## src/rtl/period_capture_pkg.sv

```systemverilog
// Shared definitions for the period capture block: FSM state encodings.
package period_capture_pkg;

    localparam int STATE_W = 2;

    typedef enum logic [STATE_W-1:0] {
        ST_IDLE = 2'd0,
        ST_ARM  = 2'd1,
        ST_MEAS = 2'd2
    } state_t;

endpackage

```

## src/rtl/sync_edge_detect.sv

```systemverilog
// Synchronises an asynchronous input and flags its rising edges for one cycle.
module sync_edge_detect #(
    parameter int SYNC_STAGES = 2
) (
    input  logic clk,
    input  logic rst,
    input  logic d_async,
    output logic rise
);

    logic [SYNC_STAGES-1:0] sync;
    logic                   delay;

    // The delay flop holds the previous synchronised level for edge detection.
    always_ff @(posedge clk or negedge rst) begin
        if (!rst) begin
            sync  <= '0;
            delay <= 1'b0;
        end else begin
            sync  <= {sync[SYNC_STAGES-2:0], d_async};
            delay <= sync[SYNC_STAGES-1];
        end
    end

    assign rise = sync[SYNC_STAGES-1] & ~delay;

endmodule

```

## src/rtl/period_capture.sv

```systemverilog
// Measures clk cycles between rising edges of an asynchronous pulse input.
module period_capture
    import period_capture_pkg::*;
#(
    parameter int NBITS       = 8,
    parameter int SYNC_STAGES = 2
) (
    input  logic             clk,
    input  logic             rst,
    input  logic             enable,
    input  logic             pulse_in,
    output logic [NBITS-1:0] period,
    output logic             valid,
    output logic             overflow
);

    localparam logic [NBITS-1:0] CNT_MAX = '1;

    state_t           state;
    logic [NBITS-1:0] counter;
    logic             rise;

    sync_edge_detect #(
        .SYNC_STAGES(SYNC_STAGES)
    ) u_edge (
        .clk    (clk),
        .rst    (rst),
        .d_async(pulse_in),
        .rise   (rise)
    );

    // Disable outranks everything; in MEAS a rise outranks the overflow at max count.
    always_ff @(posedge clk or negedge rst) begin
        if (!rst) begin
            state    <= ST_IDLE;
            counter  <= '0;
            period   <= '0;
            valid    <= 1'b0;
            overflow <= 1'b0;
        end else begin
            valid <= 1'b0;
            if (!enable) begin
                state   <= ST_IDLE;
                counter <= '0;
            end else begin
                case (state)
                    ST_IDLE: begin
                        counter <= '0;
                        state   <= ST_ARM;
                    end
                    ST_ARM: begin
                        if (rise) begin
                            counter <= '0;
                            state   <= ST_MEAS;
                        end
                    end
                    ST_MEAS: begin
                        if (rise) begin
                            period   <= counter;
                            valid    <= 1'b1;
                            overflow <= 1'b0;
                            counter  <= '0;
                        end else if (counter == CNT_MAX) begin
                            overflow <= 1'b1;
                            counter  <= '0;
                            state    <= ST_ARM;
                        end else begin
                            counter <= counter + 1'b1;
                        end
                    end
                    default: begin
                        counter <= '0;
                        state   <= ST_IDLE;
                    end
                endcase
            end
        end
    end

endmodule
```

## config.mk

```make
export PLATFORM = sky130hd
export DESIGN_NAME = period_capture
export DESIGN_NICKNAME = d
export VERILOG_FILES = /design/src/rtl/period_capture_pkg.sv /design/src/rtl/sync_edge_detect.sv /design/src/rtl/period_capture.sv
export SDC_FILE = /design/constraint.sdc
export NUM_CORES = 1
export LEC_CHECK = 0
export BUFFER_PORTS_ARGS = -buffer_cell sky130_fd_sc_hd__buf_4
export CAP_MARGIN = 10
export CORE_MARGIN = 4
export CORE_UTILIZATION = 54
export CTS_CLUSTER_DIAMETER = 150
export DETAILED_ROUTE_END_ITERATION = 10
export GPL_ROUTABILITY_DRIVEN = 0
export PLACE_DENSITY = 0.85
export REMOVE_ABC_BUFFERS = 1
export SLEW_MARGIN = 10
export SYNTH_ARGS = -nofsm -noshare
export SYNTH_HDL_FRONTEND = slang
export SYNTH_SLANG_ARGS = --single-unit
```

## constraint.sdc

```tcl
create_clock -name clk -period 1.9 [get_ports clk]
set_input_delay 0.095 -clock clk [delete_from_list [all_inputs] [get_ports clk]]
set_output_delay 0.095 -clock clk [all_outputs]
set_load 0.1 [all_outputs]
```

==> parameters.txt, run 1 <==
Parameter                              Value

Setup path
  Arrival time of the worst setup path ... 1.82 ns
  Cells along the critical path ... and2b_2 > and3_1 > mux2_2
  Max stage delay cell, worst path ... and3_1
  Register-to-Register Path Depth ... 3
  Worst R2R End ... period[3]
  Highest cell delay on the worst timing path ... 0.44 ns
  Startpoint of the most critical register-to-register path ... state[0]
  Largest fanout on the critical path ... 10
  CP bufs+invs ... 0
  Required @ worst endpoint ... 2.10 ns
  Critical Path Sink Type ... flop
  Startpoint-to-endpoint class of the critical path ... reg -> reg
  Cell type group with the largest total delay on the critical path ... simple AND/OR/NAND/NOR gates
  Worst reg-to-reg setup slack ... 0.29 ns
  CP startpoint ... state[0]
  Kind of start point of the critical path ... flop

Run
  Max-cap violations ... 0

Min path
  Beginning of the worst hold path ... enable
  Depth of the worst hold-timing path ... 2
  Hold Crit Endpoint ... state[1]
  Worst hold-check path type ... in -> reg

Global route
  Largest net degree at the start of global routing ... 24
  Antenna violations before repair ... 0
  Met1 track demand over resource in global routing ... 18.81%
  GR Layer Usage met3 ... 1.749%
  Number of global-route vias before repair ... 669
  Overall routing resource usage ... 14.73%
  Met2 demand-to-capacity share in global routing ... 25.54%
  GR Overflow Total ... 0
  Global-route wire length before repair ... 2932 µm
  Most heavily used metal layer in global routing ... met2

Floorplanning
  Chip Height ... 50.97 µm
  Full die area ... 0.002598 mm²
  Floorplan row count ... 15
  Horiz. Die Dim ... 50.97 µm
  Initial cell density of the core ... 57.13%
  Core region area ... 0.001745 mm²
  Total I/O pin count ... 14

Synthesis
  Main combinational cell family by area after synthesis ... simple AND/OR/NAND/NOR gates
  Fraction of synthesized cell area in xor and xnor cells ... 0%
  Synth Area in Adders ... 1.255%
  YS warnings ... 0
  Post-Syn Instances ... 82
  Number of library cell types mapped by synthesis ... 30
  Syn Area/Cell ... 12.16 µm²
  Mux share of post-synthesis cell area ... 9.034%
  Share of the yosys chip area belonging to registers ... 57.72%
  Compound-Gate Fraction of Synth Area ... 13.68%
  Fraction of the mapped netlist area in simple logic gates ... 16.31%
  Cell Area, Synth ... 997.2 µm²
  Number of flip-flops and latches in the synthesized netlist ... 23

Timing
  RSZ-0062 raised after global routing ... no
  Worst clock skew ... 0.004659 ns
  Actual transition at the worst max-transition pin ... 0.4285 ns
  Slew Limit Fails ... 0
  Minimum period implied by the final worst setup slack ... 1.613 ns
  Worst max-slew margin expressed relative to the limit ... 71.44%
  Final WS setup ... 0.2871 ns
  Achievable clock frequency ... 0.6200 GHz
  Aggregate negative setup slack ... 0 ns
  Number of endpoints failing setup at the final stage ... 0
  Final count of hold timing violations ... 0
  Period utilisation layout ... 84.89%

Route
  Average via count per standard cell ... 5.504
  Number of DRC violations after detailed-routing iteration 0 ... 11
  First-pass iteration count of the detailed router ... 4
  Remaining antenna violation count ... 0
  Average wire per cell in the routed design ... 13.10 µm
  Count of vias placed by the detailed router ... 688
  Final wirelength ... 1637 µm
  Drc violations ... 0

Clocking
  Post-CTS setup-driven buffer insertion count ... 0
  Number of clock buffers inserted by TritonCTS ... 3
  Clock tree buffer depth ... 2
  Post-CTS resize count ... 0
  Clk Latency, worst-skew pair ... 0.31 ns
  CTS root buf ... clkbuf_4
  Register clock-pin slew on the reported worst setup and hold paths ... 0.11 ns
  Clock tree from TritonCTS ... built
  H-tree depth reported by CTS ... 1
  Number of sinks on the clock net ... 23
  Number of hold-repair buffers added at the cts stage ... 2

Pwr
  Largest vdd supply drop ... 0.6656 mV
  Power per Cell Area ... 659.2 mW/mm²
  Lkg Pwr ... 0.5315 nW
  Final Power ... 767.1 µW

Place
  Pre-CTS setup slack ... 0.2895 ns
  Detailed placer's ending HPWL ... 1211 µm
  I/O Buffers ... 13

Status
  Outcome ... completed

Finish
  Relative area change from synthesis to final layout ... 16.69%
  Commonest cells after routing, fill and taps aside ... 23 x dfrtp_1, 14 x buf_4, 8 x mux2_2, 6 x a21oi_1
  Final standard cell utilization of the core ... 66.67%
  Most common cell after layout, fill and taps aside ... dfrtp_1
  Area occupied by multi-input gates ... 401.6 µm²
  Final-stage net count ... 106
  Fraction of final layout cells sized beyond drive strength 1 ... 31.00%
  Diode count ... 0
  Count of filler cells inserted in the layout ... 126
  Sequential Area ... 575.6 µm²
==> through the flow <==
step / area [µm²] / std cells / hold WS (ns)
2_1_floorplan: 980.9 / 80 / -0.2006
3_3_place_gp: 1117 / 119 / -0.003459
3_5_place_dp: 1117 / 119 / -0.001881
4_1_cts: 1164 / 125 / 0.03218
5_1_grt: 1164 / 125 / 0.03522
6_report: 1164 / 125 / 0.03276
==> where the power goes <==
group	leakage, nW	switching [mW]	internal (mW)	total [mW]
combinational	0.204	0.0281	0.0212	0.0493
clock	0.0150	0.135	0.0820	0.217
sequential	0.312	0.00507	0.496	0.501
==> Yosys cell counts (all sizes together) <==
cell type | n | area, µm²
mux2 | 8 | 90.09
dfrtp | 23 | 575.6
o31a | 1 | 10.01
ha | 1 | 12.51
o21bai | 1 | 7.510
o21a | 3 | 22.52
nor2 | 3 | 11.26
a21oi | 7 | 38.79
o22ai | 1 | 6.260
a22oi | 1 | 7.510
nand3 | 4 | 20.02
inv | 1 | 3.750
o31ai | 3 | 22.52
nand4 | 1 | 6.260
or4 | 3 | 26.27
or3 | 3 | 18.77
buf | 2 | 16.26
and2 | 1 | 6.260
o21ai | 3 | 15.01
and3 | 2 | 17.52
nand2 | 4 | 15.01
nor2b | 2 | 20.02
and2b | 1 | 8.760
a31oi | 1 | 6.260
nand2b | 2 | 12.51
==> cell type report <==
type | instances | area share, %
Clock buffer | 4 | 2.258
Inverter | 1 | 0.3226
Multi-Input combinational cell | 56 | 34.52
Sequential cell | 23 | 49.46
Tap cell | 25 | 2.688
Timing Repair Buffer | 16 | 10.75
==> routing by layer <==
metal / wire (µm) / part of all wire (%)
met1: 762 / 47
met4: 26 / 1.6
met3: 61 / 3.7
met2: 788 / 48
met5: 0 / 0
==> how the worst max path moves through the flow <==
stage	end	cells past startpoint
3_5_place_dp	period[3]	3
5_1_grt	period[1]	3
6_report	period[3]	3
2_1_floorplan	period[0]	3
3_3_place_gp	period[3]	3
4_1_cts	period[3]	3
==> sequential cells by signal, indices dropped and copies added (netlist names) <==
register      count
u_edge.delay      1
period            8
valid             1
counter           8
overflow          1
u_edge.sync       2
state             2
==> kinds of logic (layout without fill, tap and decap cells) <==
| family | Yosys count | in the layout |
|---|---|---|
| buffers and inverters | 3 | 21 |
| and+or+nand+nor | 26 | 26 |
| AOI/OAI and AO/OA | 21 | 21 |
| DFF | 23 | 23 |
| adders and majority gates | 1 | 1 |
| muxes | 8 | 8 |
==> worst reg2reg max path, cell delays in order, from the launching register on <==
cell and delay (ns):
dfrtp_1 0.42, and2b_2 0.26, and3_1 0.44, mux2_2 0.39
(Power assumes the default switching activity.)
==> run 2: changes to the inputs <==
- CORE_ASPECT_RATIO: unset -> 1.5
- CORE_UTILIZATION: 54 -> 49
- PLACE_DENSITY: 0.85 -> 0.82
- clock period: 1.9 -> 1.3 ns (I/O delays scaled with it)
==> run 2 against run 1 <==
Net effect: the flow now finishes with violations (setup timing); die area grew 9.2%; global-route usage grew 4.4 points; cell count increased by 14%; count of clock-buffer cells in the layout stayed put; critical path depth rose by 1; power is 53% higher; critical path type unchanged; largest power group unchanged.
==> parameters.txt, run 2 (synthesis results as in run 1) <==
Parameter                              Value

Status
  Outcome ... complete, but fails checks
  Violated checks ... setup timing

Route
  Routed met1 length ... 916 µm (+20%)
  Highest metal layer with signal wires ... met4
  Remaining antenna violation count ... 0 (unchanged)
  Count of vias placed by the detailed router ... 844 (+23%)
  Average wire per cell in the routed design ... 16.96 µm (+30%)
  Routed length on met2 ... 1351 µm (+71%)
  Number of DRC violations after detailed-routing iteration 0 ... 35 (+24)
  First-pass iteration count of the detailed router ... 4 (unchanged)
  Drc violations ... 0 (unchanged)
  Met3 routed WL ... 97 µm (+59%)
  Average via count per standard cell ... 5.944 (+8.0%)
  Final wirelength ... 2409 µm (+47%)

Floorplanning
  Full die area ... 0.002836 mm² (+9.2%)
  Initial cell density of the core ... 53.10% (-4.0 points)
  Total I/O pin count ... 14 (unchanged)
  Core region area ... 0.001878 mm² (+7.6%)
  Chip Height ... 63.25 µm (+24%)
  Floorplan row count ... 19 (+4)
  Horiz. Die Dim ... 44.84 µm (-12%)

Place
  Cell count after placement ... 130 (+9.2%)
  Detailed placer's ending HPWL ... 1568 µm (+30%)
  I/O Buffers ... 13 (unchanged)
  Area after detailed placement ... 0.001225 mm² (+9.6%)

Finish
  Registers with the most flip-flops ... counter x8, period x8
  Final-stage net count ... 127 (+20%)
  Fraction of final layout cells sized beyond drive strength 1 ... 52.89% (+22 points)
  Most common cell after layout, fill and taps aside ... buf_4
  Diode count ... 0 (unchanged)
  Commonest cells after routing, fill and taps aside ... 32 x buf_4, 23 x dfrtp_1, 8 x mux2_4, 5 x a21oi_2, 4 x nand2_1
  Relative area change from synthesis to final layout ... 41.41%
  Finished Layout Cells ... 142 (+14%)
  Final standard cell utilization of the core ... 75.08% (+8.4 points)
  Final standard cell area without fillers ... 0.001410 mm² (+21%)

Timing
  Final WS setup ... -0.1377 ns (-0.4248 ns)
  Final count of hold timing violations ... 0 (unchanged)
  Aggregate negative setup slack ... -1.403 ns (-1.403 ns)
  Worst max-slew margin expressed relative to the limit ... 80.07% (+8.6 points)
  Slew Limit Fails ... 0 (unchanged)
  Achievable clock frequency ... 0.6956 GHz (+12%)
  Worst clock skew ... 0.01053 ns (+0.005870 ns)
  Minimum period implied by the final worst setup slack ... 1.438 ns (-0.1752 ns)
  Actual transition at the worst max-transition pin ... 0.2964 ns (-0.1321 ns)
  RSZ-0062 raised after global routing ... yes
  Period utilisation layout ... 110.6% (+26 points)
  Number of endpoints failing setup at the final stage ... 16 (+16)

Min path
  Worst hold-check path type ... in -> reg

Clocking
  Number of sinks on the clock net ... 23 (unchanged)
  H-tree depth reported by CTS ... 1 (unchanged)
  Register clock-pin slew on the reported worst setup and hold paths ... 0.13 ns (+0.02 ns)
  Clock tree from TritonCTS ... built
  Number of clock buffers inserted by TritonCTS ... 3 (unchanged)
  Clock tree buffer depth ... 2 (unchanged)
  Clk Latency, worst-skew pair ... 0.31 ns (about the same)
  CTS root buf ... clkbuf_4

Global route
  Antenna violations before repair ... 0 (unchanged)
  Overall routing resource usage ... 19.14% (+4.4 points)
  Global-route wire length before repair ... 4112 µm (+40%)
  Number of global-route vias before repair ... 913 (+36%)
  Largest net degree at the start of global routing ... 24 (unchanged)
  GR Overflow Total ... 0 (unchanged)

Setup path
  Highest cell delay on the worst timing path ... 0.46 ns (+0.02 ns)
  CP bufs+invs ... 0 (unchanged)
  Arrival time of the worst setup path ... 1.68 ns (-0.14 ns)
  Largest fanout on the critical path ... 6 (-4)
  Max stage delay cell, worst path ... or4_1
  Critical Path Sink Type ... flop
  Startpoint-to-endpoint class of the critical path ... reg -> reg
  Required @ worst endpoint ... 1.54 ns (-0.56 ns)
  Cells along the critical path ... nand2b_4 > and3_4 > or4_1 > a21oi_1
  Cell type group with the largest total delay on the critical path ... simple AND/OR/NAND/NOR gates
  Kind of start point of the critical path ... flop

Pwr
  Largest vdd supply drop ... 0.9149 mV (+37%)
  Power per Cell Area ... 830.9 mW/mm² (+26%)
  Lkg Pwr ... 0.6582 nW (+24%)

Run
  Max-cap violations ... 0 (unchanged)
==> run 2: cell count changes in the layout (fill, tap and decap cells not counted), moves of 4 or more <==
cell     previous run  this run
a21oi_1             6         2
a21oi_2             1         5
buf_4              14        32
mux2_2              8         0
mux2_4              0         8
==> run 2: path summary, 6_finish.rpt <==
check,from,end,slack [ns],depth (start not counted)
worst max-delay path,u_edge.delay,counter[5],-0.14,4
worst min-delay path,enable,state[1],0.008,2
worst max register to register,u_edge.delay,counter[5],-0.14,4
worst min register to register,u_edge.sync[0],u_edge.sync[1],0.37,0
max in group asynchronous,rst,period[4],0.91,2
min in group asynchronous,rst,overflow,0.16,2
==> run 2: stage by stage <==
step / power, mW / hold slack [ns] / setup slack [ns]
2_1_floorplan: 0.7809 / -0.2306 / -0.1513
3_5_place_dp: 0.8299 / -0.03023 / -0.1249
4_1_cts: 1.161 / 0.01834 / -0.1149
5_1_grt: 1.222 / 0.008106 / -0.2054
3_3_place_gp: 0.8248 / -0.03384 / -0.08623
6_report: 1.172 / 0.008332 / -0.1377
==> run 2: layout make-up <==
cell class              instances  area (µm²)
fillers                       122       467.9
flip-flops and latches         23       575.6
repair buffers                 36       282.8
clock buffers                   4       26.28
inverters                       1       3.754
multi-input cells              57       495.5
well taps                      21       26.28
==> run 2: where the power goes <==
group | internal [mW] | leakage, nW | switching [mW]
combinational | 0.0538 | 0.331 | 0.0551
sequential | 0.725 | 0.312 | 0.00903
clock | 0.120 | 0.0150 | 0.209
==> run 2: timing repair <==
item / in CTS / in global routing
cloned: 1 / 0
hold buffers: 2 / 0
pin swaps: 4 / 7
gates resized for setup: 12 / 11
setup buffers: 5 / 1
hold endpoints to repair: 24 / 0
setup endpoints to repair: 17 / 18
==> run 2: worst register-to-register path: stages, from the launching register on <==
cell and delay, ns:
dfrtp_1 0.44, nand2b_4 0.17, and3_4 0.17, or4_1 0.46, a21oi_1 0.13
==> run 2: per-layer routing <==
metal	vias up	global-route usage [%]
met1	428	21.63
met4	0	8.425
met3	6	3.989
li1	383	-
met5	-	0
met2	27	33.09
